===== src/rtl/p405s_execrctrupd_if.sv =====
// rtl/p405s_execrctrupd_if.sv - request/result bundle for the CR/CTR update block
interface p405s_execrctrupd_if;
  logic        exeHold;
  logic        exeFlush;
  logic        exeBcValid;
  logic [0:3]  exeBOL2;
  logic        exeMtCtrValid;
  logic [0:31] exeMtCtrData;
  logic        exeCrFldValid;
  logic [0:2]  exeCrFldSel;
  logic [0:3]  exeCrFldData;
  logic        wbCrWrValid;
  logic [0:7]  wbCrFldMask;
  logic [0:31] wbCrData;
  logic [0:31] crL2;
  logic [0:31] ctrL2;
  logic        exeCtrEq0;

  modport master (
    output exeHold, exeFlush, exeBcValid, exeBOL2, exeMtCtrValid, exeMtCtrData,
           exeCrFldValid, exeCrFldSel, exeCrFldData, wbCrWrValid, wbCrFldMask, wbCrData,
    input  crL2, ctrL2, exeCtrEq0
  );

  modport slave (
    input  exeHold, exeFlush, exeBcValid, exeBOL2, exeMtCtrValid, exeMtCtrData,
           exeCrFldValid, exeCrFldSel, exeCrFldData, wbCrWrValid, wbCrFldMask, wbCrData,
    output crL2, ctrL2, exeCtrEq0
  );
endinterface


===== src/rtl/p405s_execrctrupd.sv =====
// rtl/p405s_execrctrupd.sv - architected CR and CTR owner with registered CTR==1 flag
module p405s_execrctrupd (
  input logic                     CB,
  input logic                     coreReset_Neg,
  p405s_execrctrupd_if.slave      crCtrIf
);

  logic        exeEn;
  logic        ctrDec;
  logic [0:31] ctrNext;
  logic [0:31] crNext;
  logic        unusedBo;

  // Only BO[2] (decrement-disable) matters here; the other bits belong to the evaluator.
  assign unusedBo = ^{crCtrIf.exeBOL2[0:1], crCtrIf.exeBOL2[3]};

  assign exeEn  = ~crCtrIf.exeHold & ~crCtrIf.exeFlush;
  assign ctrDec = crCtrIf.exeBcValid & exeEn & ~crCtrIf.exeBOL2[2];

  // CTR next value: mtctr beats a same-cycle decrement; decrement wraps modulo 2^32.
  always_comb begin
    ctrNext = crCtrIf.ctrL2;
    if (crCtrIf.exeMtCtrValid & exeEn) begin
      ctrNext = crCtrIf.exeMtCtrData;
    end else if (ctrDec) begin
      ctrNext = crCtrIf.ctrL2 - 32'd1;
    end
  end

  // CR next value per 4-bit field: the younger EXE result wins over the WB write.
  always_comb begin
    crNext = crCtrIf.crL2;
    for (int i = 0; i < 8; i++) begin
      if (crCtrIf.exeCrFldValid & exeEn & (crCtrIf.exeCrFldSel == 3'(i))) begin
        crNext[4*i +: 4] = crCtrIf.exeCrFldData;
      end else if (crCtrIf.wbCrWrValid & crCtrIf.wbCrFldMask[i]) begin
        crNext[4*i +: 4] = crCtrIf.wbCrData[4*i +: 4];
      end
    end
  end

  // Commit CR, CTR and the look-ahead zero flag together so the evaluator sees flop outputs.
  always_ff @(posedge CB or negedge coreReset_Neg) begin
    if (!coreReset_Neg) begin
      crCtrIf.crL2      <= '0;
      crCtrIf.ctrL2     <= '0;
      crCtrIf.exeCtrEq0 <= 1'b0;
    end else begin
      crCtrIf.crL2      <= crNext;
      crCtrIf.ctrL2     <= ctrNext;
      crCtrIf.exeCtrEq0 <= (ctrNext == 32'h0000_0001);
    end
  end

endmodule


===== src/flat_wrapper.sv =====
// flat-port wrapper written by rule: the top's interface ports become plain ports
module p405s_execrctrupd_flat 
  (CB, coreReset_Neg, crCtrIf_exeHold, crCtrIf_exeFlush, crCtrIf_exeBcValid, crCtrIf_exeBOL2, crCtrIf_exeMtCtrValid, crCtrIf_exeMtCtrData, crCtrIf_exeCrFldValid, crCtrIf_exeCrFldSel, crCtrIf_exeCrFldData, crCtrIf_wbCrWrValid, crCtrIf_wbCrFldMask, crCtrIf_wbCrData, crCtrIf_crL2, crCtrIf_ctrL2, crCtrIf_exeCtrEq0);
  p405s_execrctrupd_if crCtrIf_i ();
  input logic CB;
  input logic coreReset_Neg;
  input wire logic [$bits(crCtrIf_i.exeHold)-1:0] crCtrIf_exeHold;
  input wire logic [$bits(crCtrIf_i.exeFlush)-1:0] crCtrIf_exeFlush;
  input wire logic [$bits(crCtrIf_i.exeBcValid)-1:0] crCtrIf_exeBcValid;
  input wire logic [$bits(crCtrIf_i.exeBOL2)-1:0] crCtrIf_exeBOL2;
  input wire logic [$bits(crCtrIf_i.exeMtCtrValid)-1:0] crCtrIf_exeMtCtrValid;
  input wire logic [$bits(crCtrIf_i.exeMtCtrData)-1:0] crCtrIf_exeMtCtrData;
  input wire logic [$bits(crCtrIf_i.exeCrFldValid)-1:0] crCtrIf_exeCrFldValid;
  input wire logic [$bits(crCtrIf_i.exeCrFldSel)-1:0] crCtrIf_exeCrFldSel;
  input wire logic [$bits(crCtrIf_i.exeCrFldData)-1:0] crCtrIf_exeCrFldData;
  input wire logic [$bits(crCtrIf_i.wbCrWrValid)-1:0] crCtrIf_wbCrWrValid;
  input wire logic [$bits(crCtrIf_i.wbCrFldMask)-1:0] crCtrIf_wbCrFldMask;
  input wire logic [$bits(crCtrIf_i.wbCrData)-1:0] crCtrIf_wbCrData;
  output wire logic [$bits(crCtrIf_i.crL2)-1:0] crCtrIf_crL2;
  output wire logic [$bits(crCtrIf_i.ctrL2)-1:0] crCtrIf_ctrL2;
  output wire logic [$bits(crCtrIf_i.exeCtrEq0)-1:0] crCtrIf_exeCtrEq0;
  assign crCtrIf_i.exeHold = crCtrIf_exeHold;
  assign crCtrIf_i.exeFlush = crCtrIf_exeFlush;
  assign crCtrIf_i.exeBcValid = crCtrIf_exeBcValid;
  assign crCtrIf_i.exeBOL2 = crCtrIf_exeBOL2;
  assign crCtrIf_i.exeMtCtrValid = crCtrIf_exeMtCtrValid;
  assign crCtrIf_i.exeMtCtrData = crCtrIf_exeMtCtrData;
  assign crCtrIf_i.exeCrFldValid = crCtrIf_exeCrFldValid;
  assign crCtrIf_i.exeCrFldSel = crCtrIf_exeCrFldSel;
  assign crCtrIf_i.exeCrFldData = crCtrIf_exeCrFldData;
  assign crCtrIf_i.wbCrWrValid = crCtrIf_wbCrWrValid;
  assign crCtrIf_i.wbCrFldMask = crCtrIf_wbCrFldMask;
  assign crCtrIf_i.wbCrData = crCtrIf_wbCrData;
  assign crCtrIf_crL2 = crCtrIf_i.crL2;
  assign crCtrIf_ctrL2 = crCtrIf_i.ctrL2;
  assign crCtrIf_exeCtrEq0 = crCtrIf_i.exeCtrEq0;
  p405s_execrctrupd u_core (.CB(CB), .coreReset_Neg(coreReset_Neg), .crCtrIf(crCtrIf_i));
endmodule

===== config.mk =====
export PLATFORM = sky130hd
export DESIGN_NAME = p405s_execrctrupd_flat
export DESIGN_NICKNAME = d
export VERILOG_FILES = /design/src/rtl/p405s_execrctrupd_if.sv /design/src/rtl/p405s_execrctrupd.sv /design/src/flat_wrapper.sv
export SDC_FILE = /design/constraint.sdc
export NUM_CORES = 1
export LEC_CHECK = 0
export CAP_MARGIN = 5
export CORE_MARGIN = 5
export CORE_UTILIZATION = 43
export DETAILED_ROUTE_END_ITERATION = 10
export PLACE_DENSITY_LB_ADDON = 0.2
export SYNTH_ARGS = -nofsm -noshare
export SYNTH_HDL_FRONTEND = slang
export SYNTH_SLANG_ARGS = --single-unit

===== constraint.sdc =====
create_clock -name CB -period 4.6 [get_ports CB]
set_input_delay 0.69 -clock CB [delete_from_list [all_inputs] [get_ports CB]]
set_output_delay 0.69 -clock CB [all_outputs]
set_load 0.01 [all_outputs]

==> results.yml, run 1 <==
logic_synthesis:
  yosysUniqueCellTypes: 46
  synth_top_family_by_area: "simple AND/OR/NAND/NOR gates"
  yosys.area.top_type: "dfrtp_1"
  synth-seq-cells: 65
  synth_fa_ha_area_frac: 0.00338
  synth_common_cells: "65 x dfrtp_1, 59 x nor2_1, 36 x mux2i_1"
  yosysMostFrequentCell: "dfrtp_1"
  ys_warn_count: 0
  synth_compound_area_frac: 0.128
  synthesis.area_sq_um: 3710
  synth_xor_area_frac: 0.0307
  synth-simple-area-share: 0.268
  synthCells: 405
  synth_flop_cell: "dfrtp_1"
  seq_area_frac_synth: 0.439
  async_flop_share: 1.00
  synth.area.top_cells: "dfrtp_1 44%, mux2i_1 9.7%, nor2_1 6.0%"
  syn-num-nets: 497
  synth_enable_flop_cells: 0
  syn_avg_cell_area_sq_um: 9.15
  synthMuxAreaShare: 0.103
  netlist.area_leader.share: 0.439
floorplanning:
  initial_core_util: 0.447
  ioPinCount: 156
  die_h_um: 103
  core_sq_um: 8300
  die_w_um: 103
  rows: 33
  die-area_sq_um: 10600
power_and_ir_drop:
  switchingPower_mw: 0.554
  power.internal_mw: 1.24
  vdd_ir_drop_max_v: 0.000173
  power.total_mw: 1.79
  pwr-share-clk: 0.278
  p_leak_nw: 2.21
  p_per_area_nw_per_um2: 326
  swShare: 0.309
  p_seq_frac: 0.425
  combPwrFrac: 0.296
place:
  placed_cells: 647
  routabilityCongestion: 0.847
  port_buffers: 152
  placed_area_sq_um: 5300
  dp_slack_ns: 0.968
  dp_hpwl_um: 8940
route:
  vias: 3720
  drtIter0Drc: 161
  via_per_inst: 5.61
  wire_per_inst_um: 17.5
  ant_nets: 0
  postRouteWirelength_um: 11600
  drt_pass1_iterations: 5
  drc: 0
clock_tree:
  hold_buffers: 0
  htreeDepth: 3
  cts_tree: "done"
  path_clk_slew_ns: 0.08
  cts_resized: 0
  clock_latency_ns: 0.34
  cts.sinks: 65
  numCtsBuffers: 9
  cts.path.max_buffers: 2
  clockRootBuffer: "clkbuf_8"
  post-cts-setup-buffers: 0
sta:
  timing.slew.headroom: 0.585
  rsz0062_at_grt: "no"
  period_share: 0.757
  fmax_ghz: 0.287
  worstMarginPinSlew_ns: 0.623
  setup_tns_ns: 0
  maxSlewViolCount: 0
  timing.final.ws_setup_ns: 1.12
  hold_violations: 0
  fin_skew_ns: 0.0137
  timing.hold.ws_ns: 0.266
  period_needed_ns: 3.48
  setup_violations: 0
grt:
  grt-ovfl-total: 0
  grt_max_degree: 49
  grt_pass1_wl_um: 18300
  globalRouteTotalUtil: 0.223
  antenna_found_initial: 0
  grt_pass1_vias: 3780
setup_path:
  cp_data_arrival_time_ns: 3.75
  worstPathMaxFanout: 18
  critPathKind: "reg -> reg"
  crit_path_end_kind: "register"
  cp.required_ns: 4.87
  cp-start-kind: "register"
finish:
  regArea_sq_um: 1630
  final_util: 0.663
  fillerInstances: 677
  fin_cells: 663
  multi_input_area_sq_um: 1980
  synthToLayoutAreaGrowth_pct: 48.5
  drive_above_1_share: 0.0681
  antenna_cells: 0
  final_area_sq_um: 5510
  nets: 645
hold_path:
  min_path_type: "in -> async"
job:
  cap_violations: 0
status:
  status: "completed"
kinds of logic (layout without fill, tap and decap cells):
logic type,after synthesis,after routing
flip-flops,65,65
XOR/XNOR,13,13
multiplexers,38,38
AND/OR/NAND/NOR,183,183
adder cells (fa/ha/maj),1,1
buffers and inverters,23,176
AO/OA/AOI/OAI,82,82
cells in the final DEF, fill, tap and decap left out, types with 2 or more instances in the layout:
cell type,instances
or3b_2,2
nand2_1,32
clkinvlp_4,3
buf_4,5
a21o_1,2
or4_4,3
nand3b_1,2
xnor2_1,7
or3_1,10
or4_1,16
nor2b_1,5
clkdlybuf4s50_1,151
mux2_2,2
a31oi_1,14
xor2_1,6
nand4b_1,3
dfrtp_1,65
or4b_2,2
nor4b_1,2
inv_1,3
clkbuf_8,10
o21ai_0,21
or2_2,4
nor4_1,13
o31ai_1,9
a21oi_1,30
nand4_1,8
mux2i_1,36
nand3_1,2
nor2_1,59
and3_1,3
nor3_1,8
nand2b_1,2
final timing paths:
check | startpoint | end | slack, ns | cells after the start
setup / recovery | u_core.crCtrIf.ctrL2[20]$_DFF_PN0_ | u_core.crCtrIf.exeCtrEq0$_DFF_PN0_ | 1.12 | 7
hold / removal | coreReset_Neg | u_core.crCtrIf.ctrL2[9]$_DFF_PN0_ | 0.27 | 1
setup reg to reg | u_core.crCtrIf.ctrL2[20]$_DFF_PN0_ | u_core.crCtrIf.exeCtrEq0$_DFF_PN0_ | 1.12 | 7
hold reg to reg | u_core.crCtrIf.crL2[28]$_DFFE_PN0P_ | u_core.crCtrIf.crL2[28]$_DFFE_PN0P_ | 0.57 | 2
max in group asynchronous | coreReset_Neg | u_core.crCtrIf.ctrL2[29]$_DFF_PN0_ | 3.35 | 2
min in group CB | u_core.crCtrIf.crL2[28]$_DFFE_PN0P_ | u_core.crCtrIf.crL2[28]$_DFFE_PN0P_ | 0.57 | 2
per-layer routing:
layer,up-vias,part of all wire,global-route usage
li1,1792,-,-
met1,1753,0.43,0.311
met2,152,0.47,0.351
met3,23,0.077,0.0392
met4,0,0.023,0.0837
met5,-,0,0
layout make-up:
| class | instances | share of cell area |
|---|---|---|
| flip-flops and latches | 65 | 0.295 |
| clock inverters | 6 | 0.0120 |
| inverters | 3 | 0.00205 |
| multi-input cells | 317 | 0.359 |
| clock buffers | 10 | 0.0250 |
| repair buffers | 157 | 0.282 |
| well taps | 105 | 0.0239 |
flip-flops by register name (all words and copies together) (netlist names):
name                      flops
u_core.crCtrIf.crL2          32
u_core.crCtrIf.ctrL2         32
u_core.crCtrIf.exeCtrEq0      1
worst max-delay path, cell delays in order, from the launching register on:
cell	delay (ns)
dfrtp_1	0.43
or4_4	0.57
or4_4	0.62
or4_4	0.62
mux2i_1	0.14
or2_2	0.31
or4b_4	0.54
nor3_2	0.17
power groups by stage:
stage	Sequential, mW	Clock (mW)	Combinational (mW)
after global routing	0.780	0.533	0.575
final	0.762	0.499	0.531
after detailed placement	0.770	0	0.534
after CTS	0.761	0.510	0.537
after global placement	0.765	0	0.524
after floorplan	0.790	0	0.174
(Power assumes the default switching activity.)
==> inputs of run 2 (changes only) <==
Settings changed: CORE_UTILIZATION 43 to 39.
Clock period 4.6 ns to 2.99 ns, I/O delays scaled along.
==> results.yml, run 2 (synthesis results as in run 1) <==
finish:
  final_common_cell: "clkdlybuf4s50_1"
  fin_cells: 739
  layout_common_cells: "151 x clkdlybuf4s50_1, 65 x dfrtp_1, 59 x nor2_1, 56 x buf_4, 36 x mux2i_1"
  final_area_sq_um: 6020
  nets: 698
  antenna_cells: 0
  reg_top3: "u_core.crCtrIf.crL2 (32), u_core.crCtrIf.ctrL2 (32), u_core.crCtrIf.exeCtrEq0 (1)"
  synthToLayoutAreaGrowth_pct: 62.5
  final_util: 0.652
  drive_above_1_share: 0.166
floorplanning:
  die-area_sq_um: 11600
  core_sq_um: 9240
  initial_core_util: 0.401
  die_h_um: 107
  rows: 35
  ioPinCount: 156
  die_w_um: 107
sta:
  maxSlewViolCount: 0
  setup_violations: 1
  worstMarginPinSlew_ns: 0.774
  period_share: 1.02
  timing.hold.ws_ns: 0.175
  rsz0062_at_grt: "yes"
  fmax_ghz: 0.327
  timing.slew.headroom: 0.484
  fin_skew_ns: 0.00757
  timing.final.ws_setup_ns: -0.0675
  period_needed_ns: 3.06
  hold_violations: 0
  setup_tns_ns: -0.0675
power_and_ir_drop:
  power.total_mw: 2.82
  p_leak_nw: 2.52
  vdd_ir_drop_max_v: 0.000257
  p_per_area_nw_per_um2: 469
grt:
  grt_pass1_vias: 4220
  grt-ovfl-total: 0
  globalRouteTotalUtil: 0.230
  antenna_found_initial: 0
  grt_max_degree: 35
  gr-usage-met1: 0.275
  grt_use_met3: 0.0642
  grt_busiest_layer: "met2"
  grt_pass1_wl_um: 21000
  met2_usage: 0.404
clock_tree:
  clockRootBuffer: "clkbuf_8"
  cts.path.max_buffers: 2
  clock_latency_ns: 0.34
  htreeDepth: 3
  cts.sinks: 65
  path_clk_slew_ns: 0.07
  cts_tree: "done"
  numCtsBuffers: 9
setup_path:
  cp.required_ns: 3.25
  cp_data_arrival_time_ns: 3.31
  cp-start-kind: "register"
  crit_path_end_kind: "register"
  worstPathMaxFanout: 3
  critPathKind: "reg -> reg"
route:
  drtIter0Drc: 216
  wire_per_inst_um: 18.0
  ant_nets: 0
  drc: 0
  vias: 4022
  drt_pass1_iterations: 4
  via_per_inst: 5.44
  postRouteWirelength_um: 13300
status:
  status: "complete, but fails checks"
  violations: "setup timing"
hold_path:
  min_path_type: "in -> async"
place:
  dp_hpwl_um: 10600
  placed_area_sq_um: 5730
  dp_slack_ns: -0.314
  port_buffers: 152
  placed_cells: 722
  routabilityCongestion: 0.938
job:
  cap_violations: 0
[run 2: changes by cell type in the layout (fill, tap and decap cells not counted), moves of 3 or more]
cell	previous run	this run
nor4_4	0	3
or4_1	16	13
buf_4	5	56
or4_4	3	6
o31ai_1	9	6
nor4_1	13	9
o31ai_2	0	3
[run 2: routing by layer]
| metal | vias up | wire length [um] | part of all wire |
|---|---|---|---|
| li1 | 1904 | - | - |
| met1 | 1918 | 5340 | 0.40 |
| met2 | 180 | 6580 | 0.49 |
| met3 | 20 | 1180 | 0.088 |
| met4 | 0 | 221 | 0.017 |
| met5 | - | 0 | 0 |
[run 2: final timing paths]
kind	start	end	slack (ns)	cells after the start
max	u_core.crCtrIf.ctrL2[20]$_DFF_PN0_	u_core.crCtrIf.exeCtrEq0$_DFF_PN0_	-0.07	7
min	coreReset_Neg	u_core.crCtrIf.ctrL2[13]$_DFF_PN0_	0.18	1
max reg2reg	u_core.crCtrIf.ctrL2[20]$_DFF_PN0_	u_core.crCtrIf.exeCtrEq0$_DFF_PN0_	-0.07	7
min reg2reg	u_core.crCtrIf.crL2[12]$_DFFE_PN0P_	u_core.crCtrIf.crL2[12]$_DFFE_PN0P_	0.58	2
max in group asynchronous	coreReset_Neg	u_core.crCtrIf.crL2[6]$_DFFE_PN0P_	2.16	2
min in group CB	u_core.crCtrIf.crL2[12]$_DFFE_PN0P_	u_core.crCtrIf.crL2[12]$_DFFE_PN0P_	0.58	2
[run 2: layout make-up]
class / count / area (sq um)
fill: 774 / 3220
tap: 129 / 161
multi-input combinational: 317 / 2070
clock buffer: 13 / 169
timing repair buffer: 210 / 1970
inverter: 3 / 11.3
clock inverter: 2 / 12.5
sequential: 65 / 1630
[run 2: power by group]
group          switching, mW  leakage [nW]  internal, mW  total [mW]
combinational          0.423          1.69         0.565       0.989
sequential             0.113         0.744          1.02        1.13
clock                  0.341        0.0915         0.364       0.705
[run 2: timing repair]
item,4_1_cts,5_1_grt
setup buffers,0,2
gates resized for setup,6,10
pin swaps,1,2
hold buffers,0,0
endpoints found under the setup margin,1,1
cloned,0,0
[run 2: worst max-delay path, cell delays in order (launching register included)]
cell     delay, ns
dfrtp_1       0.38
or4_4         0.55
or4_4         0.46
or4_4         0.52
o31ai_2       0.19
a31oi_1       0.14
or4b_1        0.54
nor3_2        0.20
